<file path="src/rtl/fifo2mm_pkg.sv">
// fifo2mm_pkg: shared FSM state type, AXI attribute constants and elaboration helpers
// for the fifo2mm s2mm write master.
package fifo2mm_pkg;

    typedef enum logic {
        ST_IDLE  = 1'b0,
        ST_FRAME = 1'b1
    } state_e;

    localparam logic [1:0] AXI_BURST_INCR  = 2'b01;
    localparam logic [3:0] AXI_AWCACHE_VAL = 4'b0010;

    function automatic int clog2(input int value);
        int result;
        result = 0;
        while ((1 << result) < value) begin
            result = result + 1;
        end
        return result;
    endfunction

    function automatic int burst_bytes(input int burst_len, input int data_width);
        return burst_len * data_width / 8;
    endfunction

endpackage

</file>
<file path="src/rtl/fifo2mm_wbeat.sv">
// fifo2mm_wbeat: one-word FWFT holding register, W beat counter, WLAST generation and
// tracking of AW-accepted bursts whose W data is still owed.
module fifo2mm_wbeat
    import fifo2mm_pkg::*;
#(
    parameter int DATA_W    = 64,
    parameter int BURST_LEN = 16,
    parameter int PEND_W    = 3
) (
    input  logic              clk,
    input  logic              srst_n_i,
    input  logic              empty_i,
    input  logic [DATA_W-1:0] din_i,
    input  logic              sof_i,
    input  logic              frame_active_i,
    input  logic              drop_i,
    input  logic              frame_start_i,
    input  logic              aw_hs_i,
    input  logic              wready_i,
    output logic              rd_en_o,
    output logic              dvalid_o,
    output logic              sof_o,
    output logic [DATA_W-1:0] wdata_o,
    output logic              wvalid_o,
    output logic              wlast_o,
    output logic              wnext_o
);

    localparam int BEAT_W = (BURST_LEN > 1) ? clog2(BURST_LEN) : 1;
    localparam logic [BEAT_W-1:0] LAST_BEAT = BEAT_W'(BURST_LEN - 1);

    logic              dvalid_q, dvalid_d;
    logic              sof_q, sof_d;
    logic [DATA_W-1:0] data_q, data_d;
    logic [BEAT_W-1:0] beat_q, beat_d;
    logic [PEND_W-1:0] pend_q, pend_d;
    logic              pop;
    logic              burst_end;

    assign wvalid_o  = frame_active_i & dvalid_q & (pend_q != '0);
    assign wnext_o   = wvalid_o & wready_i;
    assign wlast_o   = wvalid_o & (beat_q == LAST_BEAT);
    assign burst_end = wnext_o & wlast_o;
    assign pop       = frame_active_i ? wnext_o : drop_i;
    // Gated by reset so no FIFO word is popped and lost while the system is held in reset.
    assign rd_en_o   = srst_n_i & ~empty_i & (~dvalid_q | pop);
    assign dvalid_o  = dvalid_q;
    assign sof_o     = sof_q;
    assign wdata_o   = data_q;

    always_comb begin
        dvalid_d = dvalid_q;
        sof_d    = sof_q;
        data_d   = data_q;
        beat_d   = beat_q;
        pend_d   = pend_q;
        if (rd_en_o) begin
            dvalid_d = 1'b1;
            sof_d    = sof_i;
            data_d   = din_i;
        end else if (pop) begin
            dvalid_d = 1'b0;
        end
        if (frame_start_i) begin
            beat_d = '0;
            pend_d = '0;
        end else begin
            if (wnext_o) begin
                beat_d = wlast_o ? '0 : beat_q + 1'b1;
            end
            if (aw_hs_i && !burst_end) begin
                pend_d = pend_q + 1'b1;
            end else if (!aw_hs_i && burst_end) begin
                pend_d = pend_q - 1'b1;
            end
        end
    end

    always_ff @(posedge clk) begin
        if (!srst_n_i) begin
            dvalid_q <= 1'b0;
            sof_q    <= 1'b0;
            data_q   <= '0;
            beat_q   <= '0;
            pend_q   <= '0;
        end else begin
            dvalid_q <= dvalid_d;
            sof_q    <= sof_d;
            data_q   <= data_d;
            beat_q   <= beat_d;
            pend_q   <= pend_d;
        end
    end

endmodule

</file>
<file path="src/rtl/fifo2mm_mo.sv">
// fifo2mm_mo: drains a FWFT FIFO into memory as fixed-length AXI4 INCR bursts, multiple in flight.
// Optional S2MM_RESP_ERR_EN adds a sticky BRESP error flag and a saturating error count.
module fifo2mm_mo
    import fifo2mm_pkg::*;
#(
    parameter int C_M_AXI_BURST_LEN    = 16,
    parameter int C_M_AXI_ID_WIDTH     = 1,
    parameter int C_M_AXI_ADDR_WIDTH   = 32,
    parameter int C_M_AXI_DATA_WIDTH   = 64,
    parameter int C_MAX_OUTSTANDING    = 4,
    parameter int C_FRAME_BURSTS_WIDTH = 16
) (
    input  logic                              M_AXI_ACLK,
    input  logic                              M_AXI_ARESETN,
    input  logic                              sof,
    input  logic [C_M_AXI_DATA_WIDTH-1:0]     din,
    input  logic                              empty,
    output logic                              rd_en,
    input  logic [C_M_AXI_ADDR_WIDTH-1:0]     base_addr,
    input  logic [C_FRAME_BURSTS_WIDTH-1:0]   frame_bursts,
    output logic                              frame_pulse,
    output logic                              frame_done,
    output logic                              resp_err,
    output logic [C_M_AXI_ID_WIDTH-1:0]       M_AXI_AWID,
    output logic [C_M_AXI_ADDR_WIDTH-1:0]     M_AXI_AWADDR,
    output logic [7:0]                        M_AXI_AWLEN,
    output logic [2:0]                        M_AXI_AWSIZE,
    output logic [1:0]                        M_AXI_AWBURST,
    output logic                              M_AXI_AWLOCK,
    output logic [3:0]                        M_AXI_AWCACHE,
    output logic [2:0]                        M_AXI_AWPROT,
    output logic [3:0]                        M_AXI_AWQOS,
    output logic                              M_AXI_AWVALID,
    input  logic                              M_AXI_AWREADY,
    output logic [C_M_AXI_DATA_WIDTH-1:0]     M_AXI_WDATA,
    output logic [C_M_AXI_DATA_WIDTH/8-1:0]   M_AXI_WSTRB,
    output logic                              M_AXI_WLAST,
    output logic                              M_AXI_WVALID,
    input  logic                              M_AXI_WREADY,
    input  logic [C_M_AXI_ID_WIDTH-1:0]       M_AXI_BID,
    input  logic [1:0]                        M_AXI_BRESP,
    input  logic                              M_AXI_BVALID,
    output logic                              M_AXI_BREADY
);

    localparam int BURST_BYTES = burst_bytes(C_M_AXI_BURST_LEN, C_M_AXI_DATA_WIDTH);
    localparam int OUT_W       = clog2(C_MAX_OUTSTANDING + 1);
    localparam int FBW         = C_FRAME_BURSTS_WIDTH;
    localparam logic [OUT_W-1:0] MAX_OUT = OUT_W'(C_MAX_OUTSTANDING);
    localparam logic [C_M_AXI_ADDR_WIDTH-1:0] ADDR_STEP = C_M_AXI_ADDR_WIDTH'(BURST_BYTES);

    if (BURST_BYTES > 4096) begin : g_burst_too_big
        $error("fifo2mm_mo: burst length times bus width exceeds 4KB");
    end

    state_e                          state_q, state_d;
    logic                            awvalid_q, awvalid_d;
    logic [C_M_AXI_ADDR_WIDTH-1:0]   awaddr_q, awaddr_d;
    logic [FBW-1:0]                  fbursts_q, fbursts_d;
    logic [FBW-1:0]                  aw_cnt_q, aw_cnt_d;
    logic [FBW-1:0]                  w_cnt_q, w_cnt_d;
    logic [FBW-1:0]                  b_cnt_q, b_cnt_d;
    logic [OUT_W-1:0]                out_q, out_d;
    logic                            frame_done_q, frame_done_d;
    logic frame_active, dvalid, hold_sof, drop, frame_start, aw_hs, b_hs, wnext, w_burst_end;
    logic unused_sink;

    assign frame_active = (state_q == ST_FRAME);
    assign drop         = ~frame_active & dvalid & ~hold_sof;
    assign frame_start  = ~frame_active & dvalid & hold_sof;
    assign aw_hs        = awvalid_q & M_AXI_AWREADY;
    assign b_hs         = frame_active & M_AXI_BVALID;
    assign w_burst_end  = wnext & M_AXI_WLAST;

    fifo2mm_wbeat #(
        .DATA_W    (C_M_AXI_DATA_WIDTH),
        .BURST_LEN (C_M_AXI_BURST_LEN),
        .PEND_W    (OUT_W)
    ) u_wbeat (
        .clk            (M_AXI_ACLK),
        .srst_n_i       (M_AXI_ARESETN),
        .empty_i        (empty),
        .din_i          (din),
        .sof_i          (sof),
        .frame_active_i (frame_active),
        .drop_i         (drop),
        .frame_start_i  (frame_start),
        .aw_hs_i        (aw_hs),
        .wready_i       (M_AXI_WREADY),
        .rd_en_o        (rd_en),
        .dvalid_o       (dvalid),
        .sof_o          (hold_sof),
        .wdata_o        (M_AXI_WDATA),
        .wvalid_o       (M_AXI_WVALID),
        .wlast_o        (M_AXI_WLAST),
        .wnext_o        (wnext)
    );

    always_comb begin
        state_d      = state_q;
        awaddr_d     = awaddr_q;
        fbursts_d    = fbursts_q;
        aw_cnt_d     = aw_cnt_q;
        w_cnt_d      = w_cnt_q;
        b_cnt_d      = b_cnt_q;
        out_d        = out_q;
        frame_done_d = 1'b0;
        case (state_q)
            ST_IDLE: begin
                if (frame_start) begin
                    state_d   = ST_FRAME;
                    awaddr_d  = base_addr;
                    fbursts_d = (frame_bursts == '0) ? FBW'(1) : frame_bursts;
                    aw_cnt_d  = '0;
                    w_cnt_d   = '0;
                    b_cnt_d   = '0;
                end
            end
            ST_FRAME: begin
                if (aw_hs) begin
                    aw_cnt_d = aw_cnt_q + 1'b1;
                    awaddr_d = awaddr_q + ADDR_STEP;
                end
                if (w_burst_end) begin
                    w_cnt_d = w_cnt_q + 1'b1;
                end
                if (b_hs) begin
                    b_cnt_d = b_cnt_q + 1'b1;
                end
                if (aw_hs && !b_hs) begin
                    out_d = out_q + 1'b1;
                end else if (!aw_hs && b_hs) begin
                    out_d = out_q - 1'b1;
                end
                if (b_hs && (b_cnt_d == fbursts_q)) begin
                    state_d      = ST_IDLE;
                    frame_done_d = 1'b1;
                end
            end
            default: state_d = ST_IDLE;
        endcase
        // Decided from next-state counts so a new AW can follow a handshake back to back.
        if (awvalid_q && !M_AXI_AWREADY) begin
            awvalid_d = 1'b1;
        end else begin
            awvalid_d = (state_d == ST_FRAME) && (aw_cnt_d < fbursts_d) && (out_d < MAX_OUT);
        end
    end

    always_ff @(posedge M_AXI_ACLK) begin
        if (!M_AXI_ARESETN) begin
            state_q      <= ST_IDLE;
            awvalid_q    <= 1'b0;
            awaddr_q     <= '0;
            fbursts_q    <= '0;
            aw_cnt_q     <= '0;
            w_cnt_q      <= '0;
            b_cnt_q      <= '0;
            out_q        <= '0;
            frame_done_q <= 1'b0;
        end else begin
            state_q      <= state_d;
            awvalid_q    <= awvalid_d;
            awaddr_q     <= awaddr_d;
            fbursts_q    <= fbursts_d;
            aw_cnt_q     <= aw_cnt_d;
            w_cnt_q      <= w_cnt_d;
            b_cnt_q      <= b_cnt_d;
            out_q        <= out_d;
            frame_done_q <= frame_done_d;
        end
    end

`ifdef S2MM_RESP_ERR_EN
    logic        resp_err_q, resp_err_d;
    logic [15:0] err_cnt_q, err_cnt_d;

    always_comb begin
        resp_err_d = resp_err_q;
        err_cnt_d  = err_cnt_q;
        if (frame_start) begin
            resp_err_d = 1'b0;
        end else if (b_hs && M_AXI_BRESP[1]) begin
            resp_err_d = 1'b1;
            if (err_cnt_q != 16'hFFFF) begin
                err_cnt_d = err_cnt_q + 16'd1;
            end
        end
    end

    always_ff @(posedge M_AXI_ACLK) begin
        if (!M_AXI_ARESETN) begin
            resp_err_q <= 1'b0;
            err_cnt_q  <= '0;
        end else begin
            resp_err_q <= resp_err_d;
            err_cnt_q  <= err_cnt_d;
        end
    end

    assign resp_err = resp_err_q;
`else
    assign resp_err = 1'b0;
`endif

    assign unused_sink   = ^{M_AXI_BID, M_AXI_BRESP};
    assign frame_pulse   = frame_start;
    assign frame_done    = frame_done_q;
    assign M_AXI_AWID    = '0;
    assign M_AXI_AWADDR  = awaddr_q;
    assign M_AXI_AWLEN   = 8'(C_M_AXI_BURST_LEN - 1);
    assign M_AXI_AWSIZE  = 3'(clog2(C_M_AXI_DATA_WIDTH / 8));
    assign M_AXI_AWBURST = AXI_BURST_INCR;
    assign M_AXI_AWLOCK  = 1'b0;
    assign M_AXI_AWCACHE = AXI_AWCACHE_VAL;
    assign M_AXI_AWPROT  = 3'b000;
    assign M_AXI_AWQOS   = 4'b0000;
    assign M_AXI_AWVALID = awvalid_q;
    assign M_AXI_WSTRB   = '1;
    assign M_AXI_BREADY  = 1'b1;

endmodule

</file>
<file path="config.mk">
export PLATFORM = sky130hd
export DESIGN_NAME = fifo2mm_mo
export DESIGN_NICKNAME = d
export VERILOG_FILES = /design/src/rtl/fifo2mm_pkg.sv /design/src/rtl/fifo2mm_wbeat.sv /design/src/rtl/fifo2mm_mo.sv
export SDC_FILE = /design/constraint.sdc
export NUM_CORES = 1
export LEC_CHECK = 0
export ABC_CLOCK_PERIOD_IN_PS = 3770
export BUFFER_PORTS_ARGS = -buffer_cell sky130_fd_sc_hd__buf_2
export CORE_AREA = 8 8 142 144
export CTS_BUF_LIST = sky130_fd_sc_hd__clkbuf_8
export DETAILED_ROUTE_END_ITERATION = 7
export DIE_AREA = 0 0 150 152
export GPL_TIMING_DRIVEN = 0
export PLACE_DENSITY_LB_ADDON = 0.05
export SYNTH_ARGS = -nofsm -noshare
export SYNTH_HDL_FRONTEND = slang
export SYNTH_SLANG_ARGS = --single-unit
export TNS_END_PERCENT = 20
</file>
<file path="constraint.sdc">
create_clock -name M_AXI_ACLK -period 3.77 [get_ports M_AXI_ACLK]
set_clock_uncertainty 0.15 [all_clocks]
set_input_delay 0.5655 -clock M_AXI_ACLK [delete_from_list [all_inputs] [get_ports M_AXI_ACLK]]
set_output_delay 0.5655 -clock M_AXI_ACLK [all_outputs]
set_load 0.03 [all_outputs]
</file>
== Word-level counts from Yosys, hierarchy flattened ==
Index checks and enable logic that the tools add are counted.

* Word-level logic and storage cells: 91
* Output and inout bits: 138
* Input bits: 122
* Register bits: 159

* Mux-type cells: 27
* Bitwise logic cells: 18
* Equal/unequal tests: 4
* $add $sub $neg: 8
* Reductions and logical operators: 19
* Order comparisons: 2

{| class="wikitable"
|+ Operators with widths
! kind !! count
|-
| $mux W16 || 8
|-
| $mux W32 || 2
|-
| $pmux W16 S2 || 2
|-
| $pmux W32 S2 || 1
|-
| $add A16 B1 Y16 const B || 2
|-
| $add A32 B8 Y32 const B || 1
|-
| $eq A16 B16 Y1 || 1
|-
| $logic_not A16 Y1 || 1
|-
| $lt A16 B16 Y1 || 1
|-
| $mux W3 || 5
|-
| $and A1 B1 Y1 || 12
|-
| $logic_and A1 B1 Y1 || 8
|-
| $mux W1 || 7
|-
| $add A3 B1 Y3 const B || 2
|-
| $sub A3 B1 Y3 const B || 2
|-
| $not A1 Y1 || 5
|-
| $add A4 B1 Y4 const B || 1
|-
| $eq A4 B4 Y1 const B || 1
|-
| $logic_not A1 Y1 || 4
|-
| $mux W4 || 1
|-
| $reduce_and A2 Y1 || 2
|-
| $reduce_bool A2 Y1 || 2
|-
| $lt A3 B3 Y1 const B || 1
|-
| $reduce_bool A3 Y1 || 1
|-
| 5 further kinds || 5
|}

== Longest topological paths before layout ==
Gate-level depths: netlist of the first run.

* Word-level depth: 10
* Mapped depth: 14
* Mapped depth without buffers: 13

== Hierarchy ==
From an unflattened synthesis of the first run, not the netlist that was laid out.

* Cell total of the unflattened synthesis: 992
* Area, all modules: 8286.7 µm²

{| class="wikitable"
|+ Modules (own cells, without submodules)
! module !! area each (µm²) !! seq. area each (µm²) !! times used !! cells each
|-
| fifo2mm_mo || 5272.6 || 1721.7 || 1 || 659
|-
| fifo2mm_wbeat || 3014.1 || 1461.4 || 1 || 333
|}

== Worst setup path before layout of the first run ==
Ideal clock, no wire load.

* Path type: register to register
* From: register awvalid_q, in the netlist M_AXI_AWVALID
* To: register awvalid_q, in the netlist M_AXI_AWVALID
* Arrival time: 2.795 ns
* Cell stages (with the launch flop): 13
* Path slack: 0.738 ns
* Buffers on the path: 0
* Clock period less this slack: 3.032 ns
* Required time: 3.533 ns
* Setup time: 0.087 ns
* Path through: dfxtp_1 > nand2_1 > nor2_1 > and4_1 > nand3_1 > o211ai_1 > o31ai_1 > ha_1 > a21o_1 > a21o_1 > a211oi_1 > o2111ai_1 > o31ai_1

* Elaborated cells on any way between the ends: 15
* Classes of those cells: order compare: 2; mux: 6; bitwise: 1; reduce/logical: 6

{| class="wikitable"
|+ RTL lines
! element !! RTL line !! RTL
|-
| start, declared || fifo2mm_mo.sv:57 || <nowiki>logic awvalid_q, awvalid_d;</nowiki>
|-
| start signal, assigned || fifo2mm_mo.sv:163 || <nowiki>awvalid_q <= awvalid_d;</nowiki>
|-
| $and A1 B1 Y1 || fifo2mm_mo.sv:71 || <nowiki>assign aw_hs = awvalid_q & M_AXI_AWREADY;</nowiki>
|-
| $mux W16 || fifo2mm_mo.sv:120 || <nowiki>if (aw_hs) begin</nowiki>
|-
| $pmux W16 S2 || fifo2mm_mo.sv:108 || <nowiki>case (state_q)</nowiki>
|-
| named net aw_cnt_d[13] || fifo2mm_mo.sv:60 || <nowiki>logic [FBW-1:0] aw_cnt_q, aw_cnt_d;</nowiki>
|-
| $lt A16 B16 Y1 || fifo2mm_mo.sv:146 || <nowiki>awvalid_d = (state_d == ST_FRAME) && (aw_cnt_d < fbursts_d) && (out_d < MAX_OUT);</nowiki>
|-
| $logic_and A1 B1 Y1 (2 in a row) || fifo2mm_mo.sv:146 ||
|-
| $mux W1 || fifo2mm_mo.sv:143 || <nowiki>if (awvalid_q && !M_AXI_AWREADY) begin</nowiki>
|}

The timed path passes the listed nets, and every way through them passes these cells.
A chain may end at the register's enable or synchronous reset.

== Worst setup path after layout of the first run ==
* From: register state_q, in the netlist frame_active
* To: register awvalid_q, in the netlist M_AXI_AWVALID

* Elaborated cells on any way between the ends: 26
* Classes of those cells: order compare: 2; eq/ne: 1; mux: 13; bitwise: 4; reduce/logical: 6

{| class="wikitable"
|+ RTL lines
! element !! RTL line !! RTL
|-
| start, declared || fifo2mm_mo.sv:56 || <nowiki>state_e state_q, state_d;</nowiki>
|-
| start signal, assigned || fifo2mm_mo.sv:162 || <nowiki>state_q <= state_d;</nowiki>
|-
| $not A1 Y1 || n/a ||
|-
| $and A1 B1 Y1 (2 in a row) || fifo2mm_mo.sv:70 || <nowiki>assign frame_start = ~frame_active & dvalid & hold_sof;</nowiki>
|-
| $mux W16 || fifo2mm_mo.sv:110 || <nowiki>if (frame_start) begin</nowiki>
|-
| $pmux W16 S2 * || fifo2mm_mo.sv:108 ||
|-
| named net aw_cnt_d[13] || fifo2mm_mo.sv:60 ||
|-
| $lt A16 B16 Y1 * || fifo2mm_mo.sv:146 ||
|-
| $logic_and A1 B1 Y1 * (2 in a row) || fifo2mm_mo.sv:146 ||
|-
| $mux W1 * || fifo2mm_mo.sv:143 ||
|}

Mark *: on every way through the listed nets, which the timed path passes. The rest lies on a longest branch. The select of a mux whose other input is x is not followed.

==> impl_results.md, run 1 <==
- PortBufs: 220
- Global-route usage over all layers: 21.3%
- Reg2reg path depth: 13
- Nets: 1404
- Die Wd: 150 um
- Max-cap violations: 0
- P_leak: 4.43 nW
- Clock power share: 37.3%
- Setup TNS: 0 ps
- First-pass GRT wire length: 38.9 mm
- Library cells used by synthesis: 65
- Clock latency at the later pin of the worst-skew pair: 460 ps
- R2R setup slack: 300 ps
- Reg area: 3180 um^2
- Yosys reg bits: 159
- Overflow after GRT: 0
- Synth Flop Type: dfxtp_1
- EDFF count, synth: 0
- # fillers: 1813
- Register clock-pin slew on the reported worst setup and hold paths: 110 ps
- Worst hold path class: input port to flop
- Worst-Margin Slew: 729 ps
- # diodes: 0
- Setup crit end kind: flop
- ANT nets after route: 0
- Final instance area: 9860 um^2
- Sw Share: 31.4%
- Fmax: 0.288 GHz
- WL final: 24.9 mm
- Largest net degree at the start of global routing: 18
- Layout area overhead: 25.0%
- Clock Sinks: 159
- Endpoints failing hold: 0
- Placer Congestion: 0.863
- Switching power: 0.00119 W
- I/O pin count: 260
- Wirelength per Cell: 16.6 um
- Startpoint types: flop
- Synthesized area per cell: 8.01 um^2
- Syn. warnings: 0
- CTS tree: yes
- Finished Layout Cells: 1499
- Arrival time worst endpoint: 3700 ps
- Detailed Route Iter0 Violations: 373
- Worst R2R End: M_AXI_AWVALID
- Worst setup path category: flop to flop
- Placed cell area: 9400 um^2
- Cells after synthesis: 984
- H-tree levels: 4
- Power Density: 383 nW/um^2
- Relative slew margins: 51.4%
- Clock buffer depth: 2
- Final setup fails: 0
- WHS Path Cells: 3
- Area of the mapped netlist: 7890 um^2
- Vias in the first global route: 7451
- Initial antenna violation count: 2
- Die height: 152 um
- Status: finished clean
- Final worst-path cycle share: 92.1%
- Post-synth ARST share: 0%
- Area of the multi-input gates: 4290 um^2
- Hold Startpoint: din[17]
- Initial Utilization: 44.4%
- Combinational power share: 15.3%
- Int Pwr: 0.00259 W
- Simple-gate area share of the yosys netlist: 22.8%
- Multiplexer area fraction after synthesis: 3.30%
- Remaining routing DRC violations: 0
- Compound-Gate Fraction of Synth Area: 19.2%
- Xor/xnor cell area share of the yosys netlist: 3.11%
- Core region area: 17800 um^2
- TritonRoute pass-1 iters: 5
- Fin crit period: 3470 ps
- Post-CTS setup buffers: 0
- Slew Viols, Final: 0
- Post-synthesis sequential area ratio: 40.4%
- Main combinational cell family by area after synthesis: simple AND/OR/NAND/NOR gates
- Adder-Cell Fraction of Synth Area: 4.06%
- Max Fanout on Critical Path: 10
- Dpl cells: 1467
- Via count: 7676
- Worst Hold End: u_wbeat.wdata_o[17]
- Layout cell share with drive strength beyond 1: 24.9%
- RSZ-0062 raised after global routing: no
- Worst r2r src: frame_active
- Core Rows: 49
- Data required, critical path: 4000 ps
- Root Driver: clkbuf_8
- Num CTS Buffers: 17
- HPWL after detailed placement: 19.0 mm
- DR vias/cell: 5.12
- Reg power frac: 47.4%
- Worst vdd ir: 0.000307 V
- Die area: 22800 um^2
power by group through the flow:
stage | Sequential [W] | Combinational [W] | Clock (W)
CTS | 0.00179 | 0.000578 | 0.00144
detailed placement | 0.00183 | 0.000578 | 0
global placement | 0.00182 | 0.000575 | 0
floorplan | 0.00194 | 0.000251 | 0
finish | 0.00179 | 0.000576 | 0.00141
global route | 0.00180 | 0.000626 | 0.00150
cell usage in the layout, fill, tap and decap left out, drive strengths merged, types with 3 or more instances in the layout:
master,count
xor2,12
o211ai,7
nand4,15
and2,26
conb,36
nand2,208
nor4,7
a21boi,14
inv,22
nor3,11
and4,4
a22oi,6
and3,18
a211oi,3
nand3,19
nor2,45
nor2b,22
dfxtp,159
a21o,7
ha,24
xnor2,16
buf,264
mux2i,26
a31oi,8
o221a,7
clkbuf,68
a41oi,4
a21oi,47
o31ai,5
o21a,6
o21ai,117
clkinv,4
o22ai,4
cell type report:
type	count	area share, %
multi-input cells	750	43.5
flip-flops and latches	159	32.3
repair buffers	220	11.2
plain buffers	94	5.09
well taps	229	2.91
clock buffers	18	2.51
clock inverters	14	1.95
inverters	15	0.609
what timing repair did:
action | 4_1_cts | 5_1_grt
hold buffers | 0 | 0
setup endpoints to repair | 0 | 2
resized for setup | 0 | 5
cell usage after synthesis, types with 14 or more instances:
library cell | number | area share, %
a21boi_0 | 14 | 1.3
a21oi_1 | 47 | 3.0
and2_1 | 25 | 2.0
and3_1 | 18 | 1.4
buf_4 | 37 | 3.5
clkbuf_1 | 47 | 2.2
dfxtp_1 | 159 | 40
ha_1 | 24 | 3.8
mux2i_1 | 26 | 3.3
nand2_1 | 208 | 9.9
nand3_1 | 18 | 1.1
nand4_1 | 14 | 1.1
nor2_1 | 45 | 2.1
nor2b_1 | 22 | 1.7
o21ai_0 | 116 | 7.4
xnor2_1 | 16 | 1.8
routing by layer:
layer,up-vias,GRT usage [%],wire (um)
met5,-,0,23
met4,4,5.24,205
met3,20,8.73,2610
met2,271,34.8,11500
met1,3500,25.4,10500
li1,3881,-,-
logic make-up (layout without fill, tap and decap cells):
family | count (synthesis) | in the layout
xor+xnor | 28 | 28
compound gates | 250 | 250
buf+inv | 109 | 361
other cells | 2 | 36
flops | 159 | 159
mux | 26 | 26
simple gates | 385 | 385
fa+ha+maj | 25 | 25
critical path: stages, from the launching register on:
cell and delay [ps]:
dfxtp_1 380, buf_4 220, clkinvlp_4 220, nor2_2 260, and4_1 330, nand3_2 210
o211ai_1 250, o31ai_2 120, ha_1 300, a21o_1 160, a21o_1 170, a211oi_1 260
o2111ai_1 150, o31ai_1 210
state kept, by name, indices dropped and copies added, names as in the netlist:
name / count
u_wbeat.wdata_o: 64
M_AXI_AWADDR: 32
aw_cnt_q: 16
b_cnt_q: 16
fbursts_q: 16
u_wbeat.beat_q: 4
out_q: 3
u_wbeat.pend_q: 3
M_AXI_AWVALID: 1
frame_active: 1
frame_done: 1
u_wbeat.dvalid_o: 1
u_wbeat.sof_o: 1
worst max-delay path by stage:
stage	to	slack, ps	start	cells after the start
finish	M_AXI_AWVALID	300	frame_active	13
global route	M_AXI_AWVALID	50	frame_active	13
CTS	M_AXI_AWVALID	70	frame_active	12
detailed placement	M_AXI_AWVALID	50	M_AXI_AWREADY	12
global placement	M_AXI_AWVALID	10	M_AXI_AWREADY	12
floorplan	M_AXI_AWVALID	740	M_AXI_AWVALID	12
metrics by stage:
step           util, %  worst slack (ps)  hold slack (ps)  total power (W)
2_1_floorplan        -               738              292          0.00220
3_3_place_gp      52.9              10.3              290          0.00240
3_5_place_dp      52.9              48.3              298          0.00240
4_1_cts           55.4              73.7             99.1          0.00380
5_1_grt           55.5              45.1              108          0.00393
6_report          55.5               300              133          0.00377
No activity file was read; power rests on OpenSTA's default activity.
==> inputs of run 2 (changes only) <==
==> constraint.sdc (replaced) <==
create_clock -name M_AXI_ACLK -period 3.77 [get_ports M_AXI_ACLK]
set_clock_uncertainty 0.15 [all_clocks]
set_input_delay 0.754 -clock M_AXI_ACLK [delete_from_list [all_inputs] [get_ports M_AXI_ACLK]]
set_output_delay 0.754 -clock M_AXI_ACLK [all_outputs]
set_load 0.03 [all_outputs]
==> impl_results.md, run 2 (synthesis results as in run 1) <==
- ANT nets after route: 0 (unchanged)
- CP Cell Sequence: buf_4 -> clkinvlp_4 -> nand3_1 -> inv_2 -> buf_1 -> buf_2 (was buf_4 -> clkinvlp_4 -> nor2_2 -> and4_1 -> nand3_2 -> o211ai_1 -> o31ai_2 -> ha_1 -> a21o_1 -> a21o_1 -> a211oi_1 -> o2111ai_1 -> o31ai_1)
- Data required, critical path: 2870 ps (was 4000 ps)
- Remaining routing DRC violations: 0 (unchanged)
- TritonRoute pass-1 iters: 5 (unchanged)
- Die area: 22800 um^2 (unchanged)
- Hold Slack: 307 ps (was 133 ps)
- Overall power: 0.00377 W (about the same)
- Cts hold-fix bufs: 0 (unchanged)
- # diodes: 0 (unchanged)
- HPWL after detailed placement: 19.0 mm (unchanged)
- Die height: 152 um (unchanged)
- Layout area overhead: 25.0% (about the same)
- Worst hold path class: flop to flop (was input port to flop)
- Pre-CTS setup slack: -140 ps (was 48.3 ps)
- Vias in the first global route: 7451 (unchanged)
- Clock Sinks: 159 (unchanged)
- Endpoints failing hold: 0 (unchanged)
- RSZ-0062 raised after global routing: no (unchanged)
- Die Wd: 150 um (unchanged)
- First-pass GRT wire length: 38.9 mm (unchanged)
- Global-route usage over all layers: 21.3% (unchanged)
- Crit-path slowest cell: buf_1 (was dfxtp_1)
- Worst-Margin Slew: 779 ps (was 729 ps)
- Worst setup path category: flop to primary output (was flop to flop)
- Final setup margin: 278 ps (was 300 ps)
- Commonest non-fill, non-tap cell in the layout: buf_2 (unchanged)
- Overflow after GRT: 0 (unchanged)
- Core region area: 17800 um^2 (unchanged)
- Startpoint types: flop (unchanged)
- Root Driver: clkbuf_8 (unchanged)
- Initial Utilization: 44.4% (unchanged)
- Register clock-pin slew on the reported worst setup and hold paths: 100 ps (was 110 ps)
- Crit-path leading delay family: buffers and inverters (was compound AO/OA/AOI/OAI gates)
- Post-CTS setup buffers: 0 (unchanged)
- Largest net degree at the start of global routing: 18 (unchanged)
- Sw Share: 31.4% (about the same)
- Combinational power share: 15.3% (about the same)
- Critical Path Stages: 6 (was 13)
- Clock power share: 37.3% (about the same)
- Placer Congestion: 0.863 (unchanged)
- WHS Path Cells: 2 (was 3)
- Power Density: 383 nW/um^2 (about the same)
- Status: finished clean (unchanged)
- Nets: 1403 (was 1404)
- PortBufs: 220 (unchanged)
- Worst vdd ir: 0.000289 V (was 0.000307 V)
- Int Pwr: 0.00259 W (about the same)
- Layout cell share with drive strength beyond 1: 24.9% (about the same)
- Switching power: 0.00119 W (about the same)
- Fin crit period: 3490 ps (was 3470 ps)
- Fmax: 0.286 GHz (was 0.288 GHz)
- Max Fanout on Critical Path: 10 (unchanged)
- Clock latency at the later pin of the worst-skew pair: 460 ps (about the same)
- Via count: 7644 (was 7676)
- Initial antenna violation count: 2 (unchanged)
- Reg power frac: 47.5% (was 47.4%)
- Reg2reg path depth: 13 (unchanged)
- Detailed Route Iter0 Violations: 405 (was 373)
- P_leak: 4.43 nW (about the same)
- I/O pin count: 260 (unchanged)
- Largest stage delay on the critical path: 480 ps (was 380 ps)
- CTS tree: yes (unchanged)
- Slew Viols, Final: 0 (unchanged)
- Num CTS Buffers: 17 (unchanged)
- Core Rows: 49 (unchanged)
- WP buf/inv: 5 (was 2)
- Clock buffer depth: 2 (unchanged)
- Arrival time worst endpoint: 2590 ps (was 3700 ps)
- Wirelength per Cell: 16.6 um (about the same)
- DR vias/cell: 5.10 (was 5.12)
- Most frequent cells in the layout: buf_2, nand2_1, dfxtp_1 (unchanged)
- WL final: 24.9 mm (about the same)
- Largest register FFs: 64 (unchanged)
- Relative slew margins: 48.1% (was 51.4%)
- Final worst-path cycle share: 92.6% (was 92.1%)
- H-tree levels: 4 (unchanged)
- Final setup fails: 0 (unchanged)
- Setup crit end kind: primary output (was flop)
- Max-cap violations: 0 (unchanged)
run 2: cell count changes in the layout (fill, tap and decap cells not counted), sizes merged:
cell,previous run,this run
clkbuf,68,66
buf,264,265
run 2: metal layers:
metal | GRT usage, % | vias up | share of wire, %
li1 | - | 3878 | -
met1 | 25.4 | 3479 | 43
met2 | 34.8 | 263 | 46
met3 | 8.73 | 20 | 10
met4 | 5.24 | 4 | 0.82
met5 | 0 | - | 0.093
run 2: repair_timing:
action                                  in CTS  in global routing
endpoints found under the setup margin       1                  2
resized for setup                            1                  4
pin swaps                                    0                  0
run 2: power by group through the flow:
stage                     logic [W]  clock network (W)  registers (W)
after floorplan            0.000251                  0        0.00194
after global placement     0.000575                  0        0.00182
after detailed placement   0.000578                  0        0.00183
after CTS                  0.000579            0.00144        0.00179
after global routing       0.000626            0.00150        0.00180
final                      0.000576            0.00141        0.00179
run 2: stage by stage:
stage	util [%]	instance area [um^2]	std cells	TNS, ps
4_1_cts	55.4	9840	1499	0
3_5_place_dp	52.9	9400	1467	-140
2_1_floorplan	-	8010	1018	0
3_3_place_gp	52.9	9400	1467	-178
6_report	55.4	9860	1498	0
5_1_grt	55.4	9860	1498	0
run 2: worst paths after layout:
path / startpoint / to / slack, ps
worst max-delay path: frame_active / frame_pulse / 280
worst min-delay path: u_wbeat.wdata_o[35] / u_wbeat.wdata_o[35] / 310
worst min register to register: u_wbeat.wdata_o[35] / u_wbeat.wdata_o[35] / 310
worst max register to register: frame_active / M_AXI_AWVALID / 300
run 2: final cells by class:
cell class	instances	area, um^2
timing repair buffer	220	1100
multi-input combinational	750	4290
fill	1815	7920
clock buffer	18	248
clock inverter	14	193
sequential	159	3180
tap	229	287
inverter	15	60.1
buffer	93	498
run 2: worst register-to-register path: stages (launching register included):
cell and delay (ps):
dfxtp_1 380, buf_4 220, clkinvlp_4 220, nor2_2 260, and4_1 330, nand3_2 210, o211ai_1 250, o31ai_2 120
ha_1 300, a21o_1 160, a21o_1 170, a211oi_1 260, o2111ai_1 150, o31ai_1 210
==> inputs of run 3 (changes only) <==
--- a/config.mk
+++ b/config.mk
@@ -5,12 +5,12 @@
 export SDC_FILE = /design/constraint.sdc
 export NUM_CORES = 1
 export LEC_CHECK = 0
-export ABC_CLOCK_PERIOD_IN_PS = 3770
+export ABC_CLOCK_PERIOD_IN_PS = 3500
 export BUFFER_PORTS_ARGS = -buffer_cell sky130_fd_sc_hd__buf_2
-export CORE_AREA = 8 8 142 144
+export CORE_AREA = 2 2 136 138
 export CTS_BUF_LIST = sky130_fd_sc_hd__clkbuf_8
 export DETAILED_ROUTE_END_ITERATION = 7
-export DIE_AREA = 0 0 150 152
+export DIE_AREA = 0 0 138 140
 export GPL_TIMING_DRIVEN = 0
 export PLACE_DENSITY_LB_ADDON = 0.05
 export SYNTH_ARGS = -nofsm -noshare
==> constraint.sdc (replaced) <==
create_clock -name M_AXI_ACLK -period 3.5 [get_ports M_AXI_ACLK]
set_clock_uncertainty 0.15 [all_clocks]
set_input_delay 0.7 -clock M_AXI_ACLK [delete_from_list [all_inputs] [get_ports M_AXI_ACLK]]
set_output_delay 0.7 -clock M_AXI_ACLK [all_outputs]
set_load 0.03 [all_outputs]
==> impl_results.md, run 3 (synthesis results as in run 1) <==
- Nets: 1403 (unchanged)
- PortBufs: 220 (unchanged)
- Setup crit end kind: flop (was primary output)
- Fmax: 0.306 GHz
- Layout cell share with drive strength beyond 1: 25.1% (was 24.9%)
- Remaining routing DRC violations: 0 (unchanged)
- Placer Congestion: 0.885 (was 0.863)
- Worst setup path category: flop to flop (was flop to primary output)
- # diodes: 0 (unchanged)
- Startpoint types: flop (unchanged)
- Worst-Margin Slew: 756 ps (was 779 ps)
- Overflow after GRT: 0 (unchanged)
- Fin crit period: 3260 ps
- Data required, critical path: 3720 ps (was 2870 ps)
- Slew Viols, Final: 0 (unchanged)
- Global-route usage over all layers: 23.1% (was 21.3%)
- Core Rows: 49 (unchanged)
- Worst R2R End: M_AXI_AWVALID (unchanged)
- Layout area overhead: 24.6% (was 25.0%)
- Max Fanout on Critical Path: 10 (unchanged)
- Finished Layout Cells: 1498 (unchanged)
- Switching power: 0.00120 W (was 0.00119 W)
- Root Driver: clkbuf_8 (unchanged)
- Worst r2r src: frame_active (unchanged)
- Crit-path slowest cell: dfxtp_1 (was buf_1)
- CTS tree: yes (unchanged)
- WHS Path Cells: 3 (was 2)
- Largest register FFs: 64 (unchanged)
- H-tree levels: 4 (unchanged)
- Setup TNS: 0 ps (unchanged)
- Clock latency at the later pin of the worst-skew pair: 470 ps (was 460 ps)
- DR vias/cell: 5.10 (about the same)
- Endpoints failing hold: 0 (unchanged)
- Die area: 19300 um^2 (was 22800 um^2)
- Arrival time worst endpoint: 3490 ps (was 2590 ps)
- Post-layout util: 55.3% (was 55.4%)
- Die height: 140 um (was 152 um)
- Wirelength per Cell: 15.4 um (was 16.6 um)
- Reg power frac: 49.4% (was 47.5%)
- Register clock-pin slew on the reported worst setup and hold paths: 90 ps (was 100 ps)
- HPWL after detailed placement: 17.4 mm (was 19.0 mm)
- I/O pin count: 260 (unchanged)
- Combinational power share: 15.7% (was 15.3%)
- Vias in the first global route: 7092 (was 7451)
- Setup crit start: frame_active (unchanged)
- Status: finished clean (unchanged)
- WL final: 23.1 mm (was 24.9 mm)
- Worst vdd ir: 0.000327 V (was 0.000289 V)
- Relative slew margins: 49.6% (was 48.1%)
- Worst Hold End: u_wbeat.wdata_o[49] (was u_wbeat.wdata_o[35])
- Hold Startpoint: din[49] (was u_wbeat.wdata_o[35])
- Initial antenna violation count: 0 (was 2)
- CP Cell Sequence: buf_4 -> clkinv_2 -> nor2_4 -> and4_4 -> nand3_4 -> o211ai_1 -> o31ai_2 -> ha_1 -> a21o_1 -> a21o_1 -> a211oi_1 -> o2111ai_1 -> o31ai_1 (was buf_4 -> clkinvlp_4 -> nand3_1 -> inv_2 -> buf_1 -> buf_2)
- Clock buffer depth: 2 (unchanged)
- Initial Utilization: 44.4% (unchanged)
- Power Density: 397 nW/um^2 (was 383 nW/um^2)
- Reg2reg path depth: 13 (unchanged)
- Clock power share: 34.9% (was 37.3%)
- Max-cap violations: 0 (unchanged)
- Largest stage delay on the critical path: 380 ps (was 480 ps)
- Detailed Route Iter0 Violations: 340 (was 405)
- Clock Sinks: 159 (unchanged)
- TritonRoute pass-1 iters: 5 (unchanged)
- R2R setup slack: 240 ps (was 300 ps)
- Final setup fails: 0 (unchanged)
- Core region area: 17800 um^2 (unchanged)
- Die Wd: 138 um (was 150 um)
- Cell with the most instances on the worst path: a21o_1
- Final setup margin: 237 ps (was 278 ps)
- Largest net degree at the start of global routing: 17 (was 18)
- Worst hold path class: input port to flop (was flop to flop)
- Sw Share: 30.7% (was 31.4%)
- Most frequent cells in the layout: buf_2, nand2_1, dfxtp_1 (unchanged)
- Pre-CTS setup slack: -439 ps (was -140 ps)
- Num CTS Buffers: 17 (unchanged)
- ANT nets after route: 0 (unchanged)
- Dpl cells: 1467 (unchanged)
- Commonest non-fill, non-tap cell in the layout: buf_2 (unchanged)
- Int Pwr: 0.00271 W (was 0.00259 W)
- First-pass GRT wire length: 36.2 mm (was 38.9 mm)
- Via count: 7639 (was 7644)
- P_leak: 4.41 nW (was 4.43 nW)
- Final worst-path cycle share: 93.2%
## run 3: changes by cell type in the layout (fill, tap and decap cells not counted), moves of 2 or more
cell	delta
clkinv_2	+3
inv_6	+2
inv_8	-3
clkinv_8	-2
## run 3: worst max path at each step
stage / cells past startpoint / to / slack [ps]
floorplan: 12 / M_AXI_AWVALID / 350
CTS: 13 / M_AXI_AWVALID / 80
global placement: 12 / M_AXI_AWVALID / -400
detailed placement: 12 / M_AXI_AWVALID / -440
global route: 13 / M_AXI_AWVALID / -6
finish: 13 / M_AXI_AWVALID / 240
## run 3: metal layers
layer | share of wire, % | global-route usage, % | wire (um)
met2 | 47 | 38.3 | 10800
met1 | 44 | 29.6 | 10100
met3 | 8.6 | 7.38 | 1990
met5 | 0 | 0 | 0
met4 | 0.77 | 5.10 | 177
## run 3: timing repair
item | CTS | global route
hold buffers | 0 | 0
endpoints found under the setup margin | 2 | 2
gates resized for setup | 6 | 9
buffers inserted | 0 | 0
## run 3: power groups by stage
stage          Sequential [W]  Clock, W  Combinational [W]
2_1_floorplan         0.00209         0           0.000270
3_3_place_gp          0.00197         0           0.000614
3_5_place_dp          0.00197         0           0.000616
4_1_cts               0.00193   0.00140           0.000617
5_1_grt               0.00194   0.00147           0.000667
6_report              0.00193   0.00136           0.000614
## run 3: final cells by class
| class | count | area (um^2) |
|---|---|---|
| multi-input combinational | 750 | 4310 |
| sequential | 159 | 3180 |
| inverter | 15 | 60.1 |
| clock buffer | 19 | 262 |
| tap | 229 | 287 |
| buffer | 93 | 502 |
| clock inverter | 13 | 126 |
| fill | 1805 | 7950 |
| timing repair buffer | 220 | 1100 |
## run 3: stage by stage
stage	area, um^2	hold slack, ps	total power, W
6_report	9830	271	0.00391
5_1_grt	9830	243	0.00408
4_1_cts	9810	256	0.00394
3_5_place_dp	9400	298	0.00258
3_3_place_gp	9400	291	0.00258
2_1_floorplan	8010	292	0.00236
## run 3: worst max-delay path: cells and delay by family, from the launching register on
family / cells / cell delay (ps)
flip-flops: 1 / 380
buffers and inverters: 2 / 390
AND/OR/NAND/NOR: 3 / 640
adder cells (fa/ha/maj): 1 / 300
AO/OA/AOI/OAI: 7 / 1310
